<file path="src/rtl/regbank_wr_arbiter_pkg.sv">
// ---------------------------------------------------------------------------
// regbank_wr_arbiter_pkg
//   Shared definitions for the register-bank write arbiter:
//     ST_IDLE / ST_GRANT : FSM state encodings (1-bit, legacy-compatible)
//     ptr_w()            : width of a requester index / round-robin pointer
// ---------------------------------------------------------------------------
package regbank_wr_arbiter_pkg;

   localparam logic [0:0] ST_IDLE  = 1'b0;
   localparam logic [0:0] ST_GRANT = 1'b1;

   // Index width for n requesters; never narrower than one bit.
   function automatic int ptr_w(input int n);
      return (n > 1) ? $clog2(n) : 1;
   endfunction

endpackage

</file>
<file path="src/rtl/regbank_wr_arbiter_rr_pick.sv">
// ---------------------------------------------------------------------------
// regbank_wr_arbiter_rr_pick
//   Combinational round-robin picker. Finds the first set request starting at
//   i_ptr and wrapping modulo NREQ.
//   Ports:
//     i_req   [NREQ-1:0]  request vector
//     i_ptr   [PW-1:0]    highest-priority requester index
//     o_valid             any request present
//     o_gnt   [NREQ-1:0]  one-hot grant (zero when o_valid is low)
//     o_idx   [PW-1:0]    index of the granted requester
// ---------------------------------------------------------------------------
module regbank_wr_arbiter_rr_pick
   import regbank_wr_arbiter_pkg::*;
#(
   parameter int NREQ = 4,
   parameter int PW   = ptr_w(NREQ)
) (
   input  logic [NREQ-1:0] i_req,
   input  logic [PW-1:0]   i_ptr,
   output logic            o_valid,
   output logic [NREQ-1:0] o_gnt,
   output logic [PW-1:0]   o_idx
);

   logic [2*NREQ-1:0] w_dbl;
   logic [2*NREQ-1:0] w_mask;
   logic [2*NREQ-1:0] w_sel;
   int                w_pos;
   int                w_idx;

   // The request vector is doubled so that a plain lowest-bit search over
   // bits >= i_ptr covers the wrap-around. The upper copy is never masked, so
   // w_sel is non-zero whenever any request is present.
   always_comb begin
      w_dbl  = {i_req, i_req};
      w_mask = ~(((2*NREQ)'(1) << i_ptr) - (2*NREQ)'(1));
      w_sel  = w_dbl & w_mask;
      w_pos  = 0;
      for (int i = 2*NREQ-1; i >= 0; i--) begin
         if (w_sel[i]) w_pos = i;
      end
      w_idx   = (w_pos >= NREQ) ? (w_pos - NREQ) : w_pos;
      o_valid = |i_req;
      o_gnt   = o_valid ? (NREQ'(1) << w_idx) : '0;
      o_idx   = o_valid ? PW'(w_idx) : '0;
   end

endmodule

</file>
<file path="src/rtl/regbank_wr_arbiter.sv">
// ---------------------------------------------------------------------------
// regbank_wr_arbiter
//   NREG x WIDTH register bank with a single round-robin arbitrated write port
//   shared by NREQ requesters, plus one combinational read port.
//   Handshake: a requester raises req[i] with waddr/wdata stable and holds it
//   until ack[i]; ack[i] is a one-cycle pulse in the cycle the write commits
//   (at the end of that cycle), and req[i] must be low in the following cycle.
//   Ports:
//     clk                    rising-edge clock
//     r                      asynchronous active-high reset
//     req     [NREQ-1:0]     per-requester write request (level)
//     waddr   [NREQ*AW-1:0]  requester i address at [i*AW +: AW]
//     wdata   [NREQ*WIDTH-1:0] requester i data at [i*WIDTH +: WIDTH]
//     ack     [NREQ-1:0]     one-hot commit pulse
//     hold                   blocks new grants (in-flight write completes)
//     clr                    synchronous clear of the whole bank
//     rd_addr [AW-1:0]       read address
//     rd_data [WIDTH-1:0]    bank[rd_addr], zero when rd_addr >= NREG
//     busy                   FSM is in GRANT (doubles as the state debug view)
// ---------------------------------------------------------------------------
module regbank_wr_arbiter
   import regbank_wr_arbiter_pkg::*;
#(
   parameter int NREQ  = 4,
   parameter int WIDTH = 16,
   parameter int NREG  = 8,
   parameter int AW    = 3
) (
   input  logic                  clk,
   input  logic                  r,
   input  logic [NREQ-1:0]       req,
   input  logic [NREQ*AW-1:0]    waddr,
   input  logic [NREQ*WIDTH-1:0] wdata,
   output logic [NREQ-1:0]       ack,
   input  logic                  hold,
   input  logic                  clr,
   input  logic [AW-1:0]         rd_addr,
   output logic [WIDTH-1:0]      rd_data,
   output logic                  busy
);

   localparam int PW = ptr_w(NREQ);

   logic [0:0]       r_state;
   logic [PW-1:0]    r_ptr;
   logic [NREQ-1:0]  r_gnt;
   logic [PW-1:0]    r_gnt_idx;
   logic [AW-1:0]    r_addr;
   logic [WIDTH-1:0] r_data;
   logic [WIDTH-1:0] r_bank [NREG];

   logic             w_pick_valid;
   logic [NREQ-1:0]  w_pick_gnt;
   logic [PW-1:0]    w_pick_idx;
   logic             w_start;
   logic [AW-1:0]    w_sel_addr;
   logic [WIDTH-1:0] w_sel_data;
   logic [PW-1:0]    w_ptr_next;
   logic [NREG-1:0]  w_we;

   regbank_wr_arbiter_rr_pick #(
      .NREQ (NREQ),
      .PW   (PW)
   ) u_pick (
      .i_req   (req),
      .i_ptr   (r_ptr),
      .o_valid (w_pick_valid),
      .o_gnt   (w_pick_gnt),
      .o_idx   (w_pick_idx)
   );

   assign w_start = (r_state == ST_IDLE) && !hold && w_pick_valid;

   // Address/data of the picked requester, captured into r_addr/r_data.
   always_comb begin
      w_sel_addr = '0;
      w_sel_data = '0;
      for (int i = 0; i < NREQ; i++) begin
         if (w_pick_idx == PW'(i)) begin
            w_sel_addr = waddr[i*AW +: AW];
            w_sel_data = wdata[i*WIDTH +: WIDTH];
         end
      end
   end

   assign w_ptr_next = (r_gnt_idx == PW'(NREQ-1)) ? '0 : (r_gnt_idx + PW'(1));

   always_ff @(posedge clk or posedge r) begin
      if (r) begin
         r_state   <= ST_IDLE;
         r_ptr     <= '0;
         r_gnt     <= '0;
         r_gnt_idx <= '0;
         r_addr    <= '0;
         r_data    <= '0;
      end else begin
         case (r_state)
            ST_IDLE: begin
               if (w_start) begin
                  r_state   <= ST_GRANT;
                  r_gnt     <= w_pick_gnt;
                  r_gnt_idx <= w_pick_idx;
                  r_addr    <= w_sel_addr;
                  r_data    <= w_sel_data;
               end
            end
            default: begin
               // GRANT always lasts exactly one cycle; hold is ignored here.
               r_state <= ST_IDLE;
               r_ptr   <= w_ptr_next;
            end
         endcase
      end
   end

   // One-hot register enable; an out-of-range address matches no register,
   // so the write is silently dropped while ack still pulses.
   always_comb begin
      for (int k = 0; k < NREG; k++) begin
         w_we[k] = (r_state == ST_GRANT) && (r_addr == AW'(k));
      end
   end

   // clr takes priority over a same-cycle write.
   always_ff @(posedge clk or posedge r) begin
      if (r) begin
         for (int k = 0; k < NREG; k++) r_bank[k] <= '0;
      end else if (clr) begin
         for (int k = 0; k < NREG; k++) r_bank[k] <= '0;
      end else begin
         for (int k = 0; k < NREG; k++) begin
            if (w_we[k]) r_bank[k] <= r_data;
         end
      end
   end

   always_comb begin
      rd_data = '0;
      for (int k = 0; k < NREG; k++) begin
         if (rd_addr == AW'(k)) rd_data = r_bank[k];
      end
   end

   assign busy = (r_state == ST_GRANT);
   assign ack  = busy ? r_gnt : '0;

endmodule

</file>
<file path="config.mk">
export PLATFORM = sky130hd
export DESIGN_NAME = regbank_wr_arbiter
export DESIGN_NICKNAME = d
export VERILOG_FILES = /design/src/rtl/regbank_wr_arbiter_pkg.sv /design/src/rtl/regbank_wr_arbiter_rr_pick.sv /design/src/rtl/regbank_wr_arbiter.sv
export SDC_FILE = /design/constraint.sdc
export NUM_CORES = 1
export LEC_CHECK = 0
export ABC_CLOCK_PERIOD_IN_PS = 7000
export CAP_MARGIN = 10
export CORE_UTILIZATION = 57
export CTS_BUF_LIST = sky130_fd_sc_hd__clkbuf_8
export CTS_CLUSTER_DIAMETER = 200
export DETAILED_ROUTE_END_ITERATION = 6
export PLACE_DENSITY_LB_ADDON = 0.1
export RECOVER_POWER = 25
export SLEW_MARGIN = 20
export SYNTH_ARGS = -nofsm -noshare
export SYNTH_HDL_FRONTEND = slang
export SYNTH_SLANG_ARGS = --single-unit
</file>
<file path="constraint.sdc">
create_clock -name clk -period 7 [get_ports clk]
set_clock_uncertainty 0.1 [all_clocks]
set_input_delay 1.05 -clock clk [delete_from_list [all_inputs] [get_ports clk]]
set_output_delay 1.05 -clock clk [all_outputs]
set_load 0.05 [all_outputs]
</file>
==> run metrics <==
RSZ-0062 raised after global routing false; R2R cell count 7; non-filler instance count after layout approximately 1100; via count around 6900; grt ovf 0; flops & latches, synth 156; sequential share of the synthesized area 0.496; Final Hold Vio Count 0; Final Cycle Share 0.738; hold_ws 0.393 ns; internal power between 0.0015 and 0.002 W; Post-synth EDFFs 0; CTS clk-pin slew, worst paths 0.08 ns; Worst setup SP type primary input; CTS root buf clkbuf_8; post-layout util 0.703; Static Leak 3.85 nW; vias per cell 6.09; failing checks max-capacitance violations, max-slew violations; TNS Setup 0 ns; CP Depth 7; IO Count about 110; Slowest-stage cell, CP clkdlybuf4s50_1; Seq pwr share 0.455; Setup WS post-layout around 1.8 ns; port bufs between 100 and 150; worst skew pair latency roughly 0.46 ns; power density over cell area 289 mW/mm^2; row count 42; PostCTS Resize Cnt 0; Max Cap Viol 1; critical path's top delay family buffers and inverters; top post-synthesis cells by area dfrtp_1, nand2_1, a21oi_1, mux2i_1, mux2_2; Antenna Cells 0; Data required, critical path 5.85 ns; Die Y-Extent roughly 120 um; H-tree level count 4; Post-synth ARST share 1.00; Gate power share 0.260; Post-CTS Hold Fix Bufs 0; DIE AREA about 0.014 mm^2; WS Path Type in2out; ratio of cells with drive above 1 in the final layout 0.0938; status finished with violations; final WL ~21000 um; worst-path maximum fanout 40; CTS Buffer Depth 2; Synth top area share 0.496; worst slew pin tran slightly above 4 ns; cell count after synthesis between 800 and 900; initial DRC count 720; crit-path cells clkdlybuf4s50_1 > buf_4 > nor2b_1 > a22oi_1 > o221ai_1 > a22o_1 > clkdlybuf4s50_1; VDD IR-drop max roughly 0.19 mV; Max transition margin -1.70; Synth Cell Area between 0.007 and 0.008 mm^2; largest net degree at the start of global routing around 120; Syn. warnings 0; placed cell count 1103; RePlAce Congestion between 0.8 and 0.9; core area 0.0133 mm^2; Area growth syn-to-layout 19.2%; Layout fillers roughly 1100; post-CTS setup repair buffer count 0; fin. max-slew vios 91; Mean Syn Cell Area roughly 9 um^2; # DRC 0; WL per Instance around 19 um; cell taking the most area after synthesis dfrtp_1; Final min period around 5.2 ns; Post-DP HPWL around 14000 um; Die W between 100 and 150 um; Nets between 1000 and 1500; Top FF cell, synth dfrtp_1; maximum clock frequency between 150 and 200 MHz; Num CTS Buffers 17; Tightest Hold Check Type reg2reg; Clk pwr share 0.285; All-Layer GR Usage 0.316; antenna-violating nets left 0; Cells on Worst Hold Path 2; Starting Density 0.589; TritonCTS clock tree yes; Switch Pwr 0.000954 W; Worst Path Arrival approximately 4.0 ns; # clock sinks about 160; first-pass GRT wire length ~35000 um; vias in the first global route 6873; number of detailed-route iterations in the first pass 5; initial antenna violation count 0; Synth Net Count ~1000; worst slack at placement between 1.5 and 2 ns; final setup vio count 0; WP buf/inv 3; Critical Path Most Common Cell clkdlybuf4s50_1; Critical Path Max Stage Delay between 0.8 and 0.9 ns; Yosys cell types 52; Crit. End Element output pin; sw frac 0.352
cell usage after synthesis (2+ instances only):
master / count
mux2i_1: 31
nor3_1: 3
nand3_1: 6
a31oi_1: 10
a222oi_1: 17
mux4_2: 10
buf_2: 16
a21o_1: 3
o211ai_1: 6
buf_1: 2
nor2_1: 27
a221oi_1: 3
o221ai_1: 2
o21ai_1: 9
a22o_1: 2
buf_4: 2
buf_6: 2
a211oi_1: 2
nor2b_1: 5
ha_1: 2
dfrtp_1: 156
mux2_2: 22
and2_1: 4
a22oi_1: 11
nand2b_1: 7
clkbuf_2: 3
o21ai_0: 25
nand2_1: 286
inv_1: 6
clkbuf_1: 50
a21oi_1: 130
nand3b_1: 2
placed cells by master (no fill, tap or decap), drive strengths merged, types with 4 or more instances in the layout:
master	instances
nand2	286
nand2b	7
mux4	10
inv	8
clkbuf	19
bufinv	5
a22oi	11
a21o	4
buf	16
dfrtp	156
mux2	22
clkinv	6
a222oi	17
nor2b	5
o211ai	6
a31oi	10
and2	5
mux2i	31
nor2	27
clkdlybuf4s50	104
o21ai	34
nand3	6
a21oi	131
kinds of logic after synthesis:
logic type	Yosys count	share of synthesized area
simple gates	347	0.177
compound gates	230	0.177
flops	156	0.496
buf+inv	84	0.0474
mux	63	0.0996
fa+ha+maj	2	0.00318
state kept, by name (all words and copies together), names as in the netlist:
name and count:
r_gnt_idx 2, busy 1, r_addr 3, r_bank 128, r_gnt 4, r_data 16, r_ptr 2
per-layer routing:
layer  vias up  part of all wire  global-route usage
li1       3162                 -                   -
met1      3357              0.41               0.414
met2       344              0.48               0.506
met3        54             0.080              0.0680
met4         0             0.027               0.141
met5         -                 0                   0
layout make-up:
cell class	instances	area, um^2	share of cell area
well taps	176	220	0.0235
inverters	8	31.3	0.00334
clock inverters	13	198	0.0211
flip-flops and latches	156	3900	0.416
clock buffers	19	262	0.0279
repair buffers	121	1170	0.125
multi-input cells	642	3590	0.383
power by group through the flow:
stage / sequential [W] / combinational [W] / clock [W]
6_report: 0.00123 / 0.000704 / 0.000772
5_1_grt: 0.00125 / 0.000766 / 0.000816
4_1_cts: 0.00122 / 0.000701 / 0.000781
3_5_place_dp: 0.00124 / 0.000699 / 0
3_3_place_gp: 0.00123 / 0.000673 / 0
2_1_floorplan: 0.00108 / 0.000627 / 0
worst register-to-register path: cells and delay by family (launching register included):
family          cells  cell delay [ns]
compound gates      5             1.76
fa+ha+maj           1             0.33
flops               1             0.48
simple gates        1             0.33
stage by stage:
stage / power, W / cell area, um^2
global placement: 0.00191 / 8920
floorplan: 0.00171 / 7870
CTS: 0.00271 / 9380
detailed placement: 0.00194 / 8920
finish: 0.00271 / 9380
global route: 0.00284 / 9380
path summary, 6_finish.rpt:
check | startpoint | end | slack [ns]
worst max-delay path | rd_addr[2] | rd_data[6] | 1.83
max in group asynchronous | r | r_bank[28]$_DFFE_PP0P_ | 2.52
worst max register to register | r_ptr[0]$_DFFE_PP0P_ | r_data[13]$_DFFE_PP0P_ | 3.90
worst min-delay path | r_gnt[1]$_DFFE_PP0P_ | r_gnt[1]$_DFFE_PP0P_ | 0.39
worst min register to register | r_gnt[1]$_DFFE_PP0P_ | r_gnt[1]$_DFFE_PP0P_ | 0.39
min in group asynchronous | r | r_bank[77]$_DFFE_PP0P_ | 2.15
(Power assumes the default switching activity.)
